[src/rtl/shift_seq_unit.sv]
// -----------------------------------------------------------------------------
// shift_seq_unit
//
// Purpose:
//   Sequential bit-serial shifter. A start request latches an operand, a
//   shift amount and an operation. The unit then shifts the operand one bit
//   per clock until the amount is used up. done pulses for one cycle when
//   the operation completes. result holds the final value until the next
//   accepted start.
//
// Parameters:
//   WIDTH     - data width (power of two, 8..64)
//   SHW       - shift-amount width, equal to log2(WIDTH)
//   CONST_AMT - amount used when amt_sel = 2'b10 (0..WIDTH-1)
//
// Ports:
//   clk      in   single clock, rising edge
//   reset_n  in   asynchronous active-low reset
//   start    in   begin an operation (only accepted in IDLE)
//   op       in   2'b00 SLL, 2'b01 SRL, 2'b10 SRA, 2'b11 ROR
//   data_in  in   operand to shift
//   amt_sel  in   amount source: 00 amt_reg[SHW-1:0], 01 amt_imm,
//                 10 CONST_AMT, 11 amt_alt
//   amt_reg  in   WIDTH-bit amount candidate (only the low SHW bits are used)
//   amt_imm  in   SHW-bit amount candidate
//   amt_alt  in   SHW-bit amount candidate
//   result   out  working value while shifting, final value afterwards
//   busy     out  high in SHIFT and DONE
//   done     out  one-cycle completion pulse (high in DONE)
//
// Configuration macro:
//   SHIFT_SEQ_ROTATE_EN - when defined, op=11 rotates right by the amount.
//                         When undefined, op=11 is a passthrough: the amount
//                         is forced to 0 and result equals data_in one cycle
//                         later.
// -----------------------------------------------------------------------------
module shift_seq_unit #(
  parameter int WIDTH     = 32,
  parameter int SHW       = 5,
  parameter int CONST_AMT = 16
) (
  input  logic             clk,
  input  logic             reset_n,
  input  logic             start,
  input  logic [1:0]       op,
  input  logic [WIDTH-1:0] data_in,
  input  logic [1:0]       amt_sel,
  input  logic [WIDTH-1:0] amt_reg,
  input  logic [SHW-1:0]   amt_imm,
  input  logic [SHW-1:0]   amt_alt,
  output logic [WIDTH-1:0] result,
  output logic             busy,
  output logic             done
);

  localparam logic [1:0] ST_IDLE  = 2'd0;
  localparam logic [1:0] ST_SHIFT = 2'd1;
  localparam logic [1:0] ST_DONE  = 2'd2;

  localparam logic [1:0] OP_SLL = 2'b00;
  localparam logic [1:0] OP_SRL = 2'b01;
  localparam logic [1:0] OP_SRA = 2'b10;
  localparam logic [1:0] OP_ROR = 2'b11;

  localparam logic [1:0] SEL_REG   = 2'b00;
  localparam logic [1:0] SEL_IMM   = 2'b01;
  localparam logic [1:0] SEL_CONST = 2'b10;

  localparam logic [SHW-1:0] CONST_AMT_C = SHW'(CONST_AMT);
  localparam logic [SHW-1:0] ONE_C       = SHW'(1);

  logic [1:0]       state_q,  state_d;
  logic [WIDTH-1:0] result_q, result_d;
  logic [SHW-1:0]   cnt_q,    cnt_d;
  logic [1:0]       op_q,     op_d;

  logic [SHW-1:0]   amt_sel_val;
  logic [SHW-1:0]   amt_eff;
  logic [WIDTH-1:0] shifted;

  // Only the low SHW bits of amt_reg take part (amount modulo WIDTH).
  logic unused_amt_hi;
  assign unused_amt_hi = ^amt_reg[WIDTH-1:SHW];

  // Amount source selection.
  always_comb begin
    amt_sel_val = amt_alt;
    case (amt_sel)
      SEL_REG:   amt_sel_val = amt_reg[SHW-1:0];
      SEL_IMM:   amt_sel_val = amt_imm;
      SEL_CONST: amt_sel_val = CONST_AMT_C;
      default:   amt_sel_val = amt_alt;
    endcase
  end

  // Without rotate support, op=11 degenerates to a zero-length operation so
  // it completes in one cycle with result equal to the operand.
  always_comb begin
    amt_eff = amt_sel_val;
`ifdef SHIFT_SEQ_ROTATE_EN
    amt_eff = amt_sel_val;
`else
    if (op == OP_ROR) begin
      amt_eff = '0;
    end
`endif
  end

  // One-bit step of the latched operation.
  always_comb begin
    shifted = result_q;
    case (op_q)
      OP_SLL:  shifted = {result_q[WIDTH-2:0], 1'b0};
      OP_SRL:  shifted = {1'b0, result_q[WIDTH-1:1]};
      OP_SRA:  shifted = {result_q[WIDTH-1], result_q[WIDTH-1:1]};
`ifdef SHIFT_SEQ_ROTATE_EN
      OP_ROR:  shifted = {result_q[0], result_q[WIDTH-1:1]};
`else
      // Never reaches SHIFT with op=11 in this build; hold the value.
      OP_ROR:  shifted = result_q;
`endif
      default: shifted = result_q;
    endcase
  end

  // Next-state logic.
  always_comb begin
    state_d  = state_q;
    result_d = result_q;
    cnt_d    = cnt_q;
    op_d     = op_q;
    case (state_q)
      ST_IDLE: begin
        if (start) begin
          result_d = data_in;
          cnt_d    = amt_eff;
          op_d     = op;
          state_d  = (amt_eff != '0) ? ST_SHIFT : ST_DONE;
        end
      end
      ST_SHIFT: begin
        result_d = shifted;
        cnt_d    = cnt_q - ONE_C;
        // cnt==1 means this edge performs the last shift.
        if (cnt_q == ONE_C) begin
          state_d = ST_DONE;
        end
      end
      ST_DONE: begin
        state_d = ST_IDLE;
      end
      default: begin
        state_d = ST_IDLE;
      end
    endcase
  end

  always_ff @(posedge clk or negedge reset_n) begin
    if (!reset_n) begin
      state_q  <= ST_IDLE;
      result_q <= '0;
      cnt_q    <= '0;
      op_q     <= OP_SLL;
    end else begin
      state_q  <= state_d;
      result_q <= result_d;
      cnt_q    <= cnt_d;
      op_q     <= op_d;
    end
  end

  // Status decoded straight from the state register so that reset clears
  // busy and done immediately.
  assign result = result_q;
  assign busy   = (state_q != ST_IDLE);
  assign done   = (state_q == ST_DONE);

endmodule

[config.mk]
export PLATFORM = sky130hd
export DESIGN_NAME = shift_seq_unit
export DESIGN_NICKNAME = d
export VERILOG_FILES = /design/src/rtl/shift_seq_unit.sv
export SDC_FILE = /design/constraint.sdc
export NUM_CORES = 1
export LEC_CHECK = 0
export BUFFER_PORTS_ARGS = -buffer_cell sky130_fd_sc_hd__buf_2
export CAP_MARGIN = 15
export CORE_MARGIN = 1
export CORE_UTILIZATION = 35
export CTS_CLUSTER_SIZE = 16
export DETAILED_ROUTE_END_ITERATION = 10
export PLACE_DENSITY = 0.69
export SYNTH_ARGS = -nofsm -noshare
export SYNTH_HDL_FRONTEND = slang
export SYNTH_SLANG_ARGS = --single-unit
[constraint.sdc]
create_clock -name clk -period 2.41 [get_ports clk]
set_clock_uncertainty 0.05 [all_clocks]
set_input_delay 0.482 -clock clk [delete_from_list [all_inputs] [get_ports clk]]
set_output_delay 0.482 -clock clk [all_outputs]
set_load 0.01 [all_outputs]
# Word-level counts from Yosys, hierarchy flattened
# Index checks and enable logic that the tools add are counted.
[op_classes] n_addsub=1 eq_ne=13 n_mux=11 n_reduce_logical=11
[ops] cell="one-hot mux 32 bit (3 select lines)" count=1
[ops] cell="one-hot mux 32 bit (2 select lines)" count=1
[ops] cell="2-to-1 mux 32 bit" count=1
[ops] cell="one-hot mux 5 bit (3 select lines)" count=1
[ops] cell="equality test 2 bit, second input constant" count=5
[ops] cell="2-to-1 mux 5 bit" count=2
[ops] cell="one-hot mux 5 bit (2 select lines)" count=1
[ops] cell="inequality test 2 bit, second input constant" count=4
[ops] cell="equality test 2 x 1 -> 1 bit, second input constant" count=3
[ops] cell="zero test 2 bit" count=3
[ops] cell="2-to-1 mux 2 bit" count=3
[ops] cell="AND reduction 2 bit" count=3
[ops] cell="equality test 5 x 1 -> 1 bit, second input constant" count=1
[ops] cell="nonzero test 5 bit" count=1
[ops] cell="subtractor 5 x 1 -> 5 bit, second input constant" count=1
[ops] cell="one-hot mux 2 bit (2 select lines)" count=1
[ops] cell="AND reduction 4 bit" count=1
[ops] cell="nonzero test 2 bit" count=2
[ops] cell="AND reduction 3 bit" count=1
[word_totals] ff_bits=41 input_bits=81 output_inout_bits=34 word_cells=41

# Depth between registers and ports, before layout
[depth] depth_word=7 mapped_depth=7 mapped_depth_nobuf=6

# Worst setup path before layout
# No wires, ideal clock.
[synth_timing] path_kind="flip-flop to flip-flop" from="register op_q[0]" to="register result_q[16], in the netlist result[16]" setup_time_ns=0.074 t_arrival_ns=1.617 t_required_ns=2.286 path_slack_ns=0.669 path_stages_with_launch=8 path_buffers=1 period_less_slack_ns=1.741 cell_sequence="dfrtp_1 inv_1 ha_1 o21ba_2 clkbuf_1 a221o_1 o21ai_0 o21ai_2"
[synth_via] elab_chain_cells=3 word_cells_on_any_way=8 cone_classes="eq/ne: 4; mux: 2; reduce/logical: 2"
[synth_lines] item="start: declaration" line_no="75" source="logic [1:0] op_q, op_d;"
[synth_lines] item="start signal: assignment" line_no="168" source="op_q <= op_d;"
[synth_lines] item="equality test 2 bit, or another cell as far along" line_no="112" source="case (op_q)"
[synth_lines] item="one-hot mux 32 bit (3 select lines) / inequality test 2 bit (equally long branches)"
[synth_lines] item="one-hot mux 32 bit (2 select lines) / AND reduction 3 bit (equally long branches)"
[synth_lines] item="end signal: assignment" line_no="166" source="result_q <= result_d;"
[synth_lines] item="end: declaration" line_no="73" source="logic [WIDTH-1:0] result_q, result_d;"
# Parallel ways exist; a longest one is shown, timed or not.
# A chain may end at the register's enable or synchronous reset.

# Worst setup path after layout
[layout_timing] from="register op_q[0]" to="register result_q[9], in the netlist result[9]"
# The elaborated chain is that of the path after synthesis.

==> results.yml <==
outcome:
  status: "completed"
min_path:
  hp-class: "primary input to async pin"
power_and_ir_drop:
  peakVddDrop_v: 0.000686
  powerDensity_mw_per_mm2: 1600
  p_leak_nw: 1.42
  power_mw: 4.92
grt:
  grt_max_degree: 42
  grt_overflow: 0
  track_usage_pct: 17.8
  antenna_found_initial: 0
  grt_pass1_vias: 2212
  grt_first_pass_wirelength_um: 10500
clocking:
  hold_buffers: 0
  root_buffer: "clkbuf_8"
  h-tree-depth: 2
  insertion_delay_ns: 0.28
  path_clk_slew_ns: 0.07
  cts_made_buffers: 5
  cts_sinks: 41
  cts_setup_buffers: 0
  cts_tree: "built"
  cts_resized: 0
  cts_buffer_depth: 2
route:
  remaining_drc_errors: 0
  drt_iter0_drc: 135
  vias: 2288
  drt-pass1-iter-count: 4
  vias_per_cell: 5.32
  wirelength_um: 6270
  routedWlPerCell_um: 14.6
  ant_nets: 0
finish:
  synthToLayoutAreaGrowth_pct: 22.9
  fin_nets: 420
  n_fill_cell: 711
  layout_commonest_cell: "buf_2"
  fin_util_pct: 45.0
  drive_gt1_share_pct: 41.6
  n_antenna_cell: 0
  layout_common_cells: "buf_2 (87), dfrtp_1 (41), nand2_1 (36)"
critical_path:
  arrival_ns: 2.06
  ff2ff_path_depth: 7
  cp-end-kind: "flip-flop"
  crit_type: "flip-flop to flip-flop"
  cp_max_fo: 19
  cp-start-kind: "flip-flop"
  worstPathRequired_ns: 2.57
synthesis:
  synth_nets: 341
  synth.distinct_cells: 37
  postSynthCellCount: 255
  postSynthAreaPerCell_sq_um: 9.81
  syn_area_sq_mm: 0.00250
  synth_warnings: 0
  synth_seq_area_share_pct: 41.0
  ys_ff_latch: 41
timing:
  relSlewSlack_pct: 64.3
  finalHoldViolCount: 0
  rsz0062_at_grt: "no"
  drv_slew: 0
  layout_min_cycle_time_ns: 1.89
  holdWs_ns: 0.207
  worstMarginPinSlew_ns: 0.536
  fmax_mhz: 528
  setup_violations: 0
  tns_ns: 0
  final.period_utilization_pct: 78.6
job:
  cap_violations: 0
placed_design:
  dp_hpwl_um: 4440
  io_buffers: 87
  globalplace.congestion: 0.736
floorplanning:
  die_y_um: 86.6
  core-area_sq_mm: 0.00683
  row_count: 30
  io_pins: 115
  dieArea_sq_mm: 0.00749
  die_x_um: 86.6
  start_util_pct: 36.6
worst max-delay path, stage by stage (launching register included):
cell,delay [ns]
dfrtp_1,0.39
inv_1,0.06
ha_1,0.30
o21ba_2,0.46
buf_12,0.20
a221o_1,0.14
o21ai_0,0.10
o21ai_2,0.13
through the flow:
stage,cell area [sq um],instances,worst slack (ns)
floorplan,2500,255,0.669
global placement,2990,423,0.556
detailed placement,2990,423,0.494
CTS,3070,430,0.507
global route,3070,430,0.368
finish,3070,430,0.516
flip-flops by register name (all words and copies together) (netlist names):
| name | cells |
|---|---|
| result | 32 |
| cnt_q | 5 |
| op_q | 2 |
| state_q | 2 |
layout make-up:
type / count / area, sq um / area share (%)
Clock buffer: 7 / 86.3 / 2.81
Tap cell: 96 / 120 / 3.91
Inverter: 4 / 15.0 / 0.488
Multi-Input combinational cell: 186 / 1300 / 42.2
Sequential cell: 41 / 1030 / 33.4
Timing Repair Buffer: 96 / 528 / 17.2
cells in the mapped netlist (all sizes together):
cell / n / area, sq um
mux2i: 4 / 40.0
nand3: 8 / 40.0
clkbuf: 10 / 37.5
o21a: 2 / 15.0
a21oi: 7 / 38.8
o22a: 2 / 17.5
o41ai: 1 / 8.76
inv: 4 / 15.0
ha: 5 / 62.6
a21o: 1 / 7.51
or3b: 1 / 8.76
o211ai: 3 / 22.5
mux2: 3 / 33.8
a32oi: 1 / 8.76
o2111a: 1 / 11.3
and3: 1 / 6.26
o21ba: 1 / 10.0
or2: 1 / 6.26
a221oi: 1 / 8.76
nand2b: 2 / 12.5
nor3: 1 / 5.00
o21ai: 65 / 434
or4: 1 / 7.51
nor2b: 2 / 12.5
and2b: 1 / 7.51
buf: 14 / 126
nand2: 36 / 135
nor2: 2 / 7.51
a31oi: 1 / 6.26
a221o: 30 / 300
dfrtp: 41 / 1030
a22o: 1 / 8.76
or4b: 1 / 13.8
kinds of logic after synthesis:
group           count (synthesis)  share of synthesized area [%]
compound gates                117                           35.9
fa+ha+maj                       5                           2.50
buf+inv                        28                           7.15
flops                          41                           41.0
mux                             7                           2.95
simple gates                   57                           10.5
layer usage:
layer	GRT usage [%]	up-vias	wire length, um
li1	-	1131	-
met1	23.5	1081	2810
met2	29.3	69	3060
met3	4.10	7	344
met4	5.00	0	57
met5	0	-	0
where the power goes:
| part | internal, mW | switching (mW) | total [mW] |
|---|---|---|---|
| clock | 0.227 | 0.218 | 0.445 |
| combinational | 1.31 | 1.72 | 3.03 |
| sequential | 1.06 | 0.389 | 1.45 |
| total | 2.59 | 2.33 | 4.92 |
worst paths after layout:
path,start,slack (ns),endpoint
max,op_q[0]$_DFFE_PN0P_,0.52,result[9]$_DFFE_PN0P_
min,reset_n,0.21,result[18]$_DFFE_PN0P_
max reg2reg,op_q[0]$_DFFE_PN0P_,0.52,result[9]$_DFFE_PN0P_
min reg2reg,cnt_q[4]$_DFFE_PN0P_,0.47,cnt_q[4]$_DFFE_PN0P_
max in group asynchronous,reset_n,1.74,result[4]$_DFFE_PN0P_
min in group clk,data_in[0],0.42,result[0]$_DFFE_PN0P_
(Power assumes the default switching activity.)
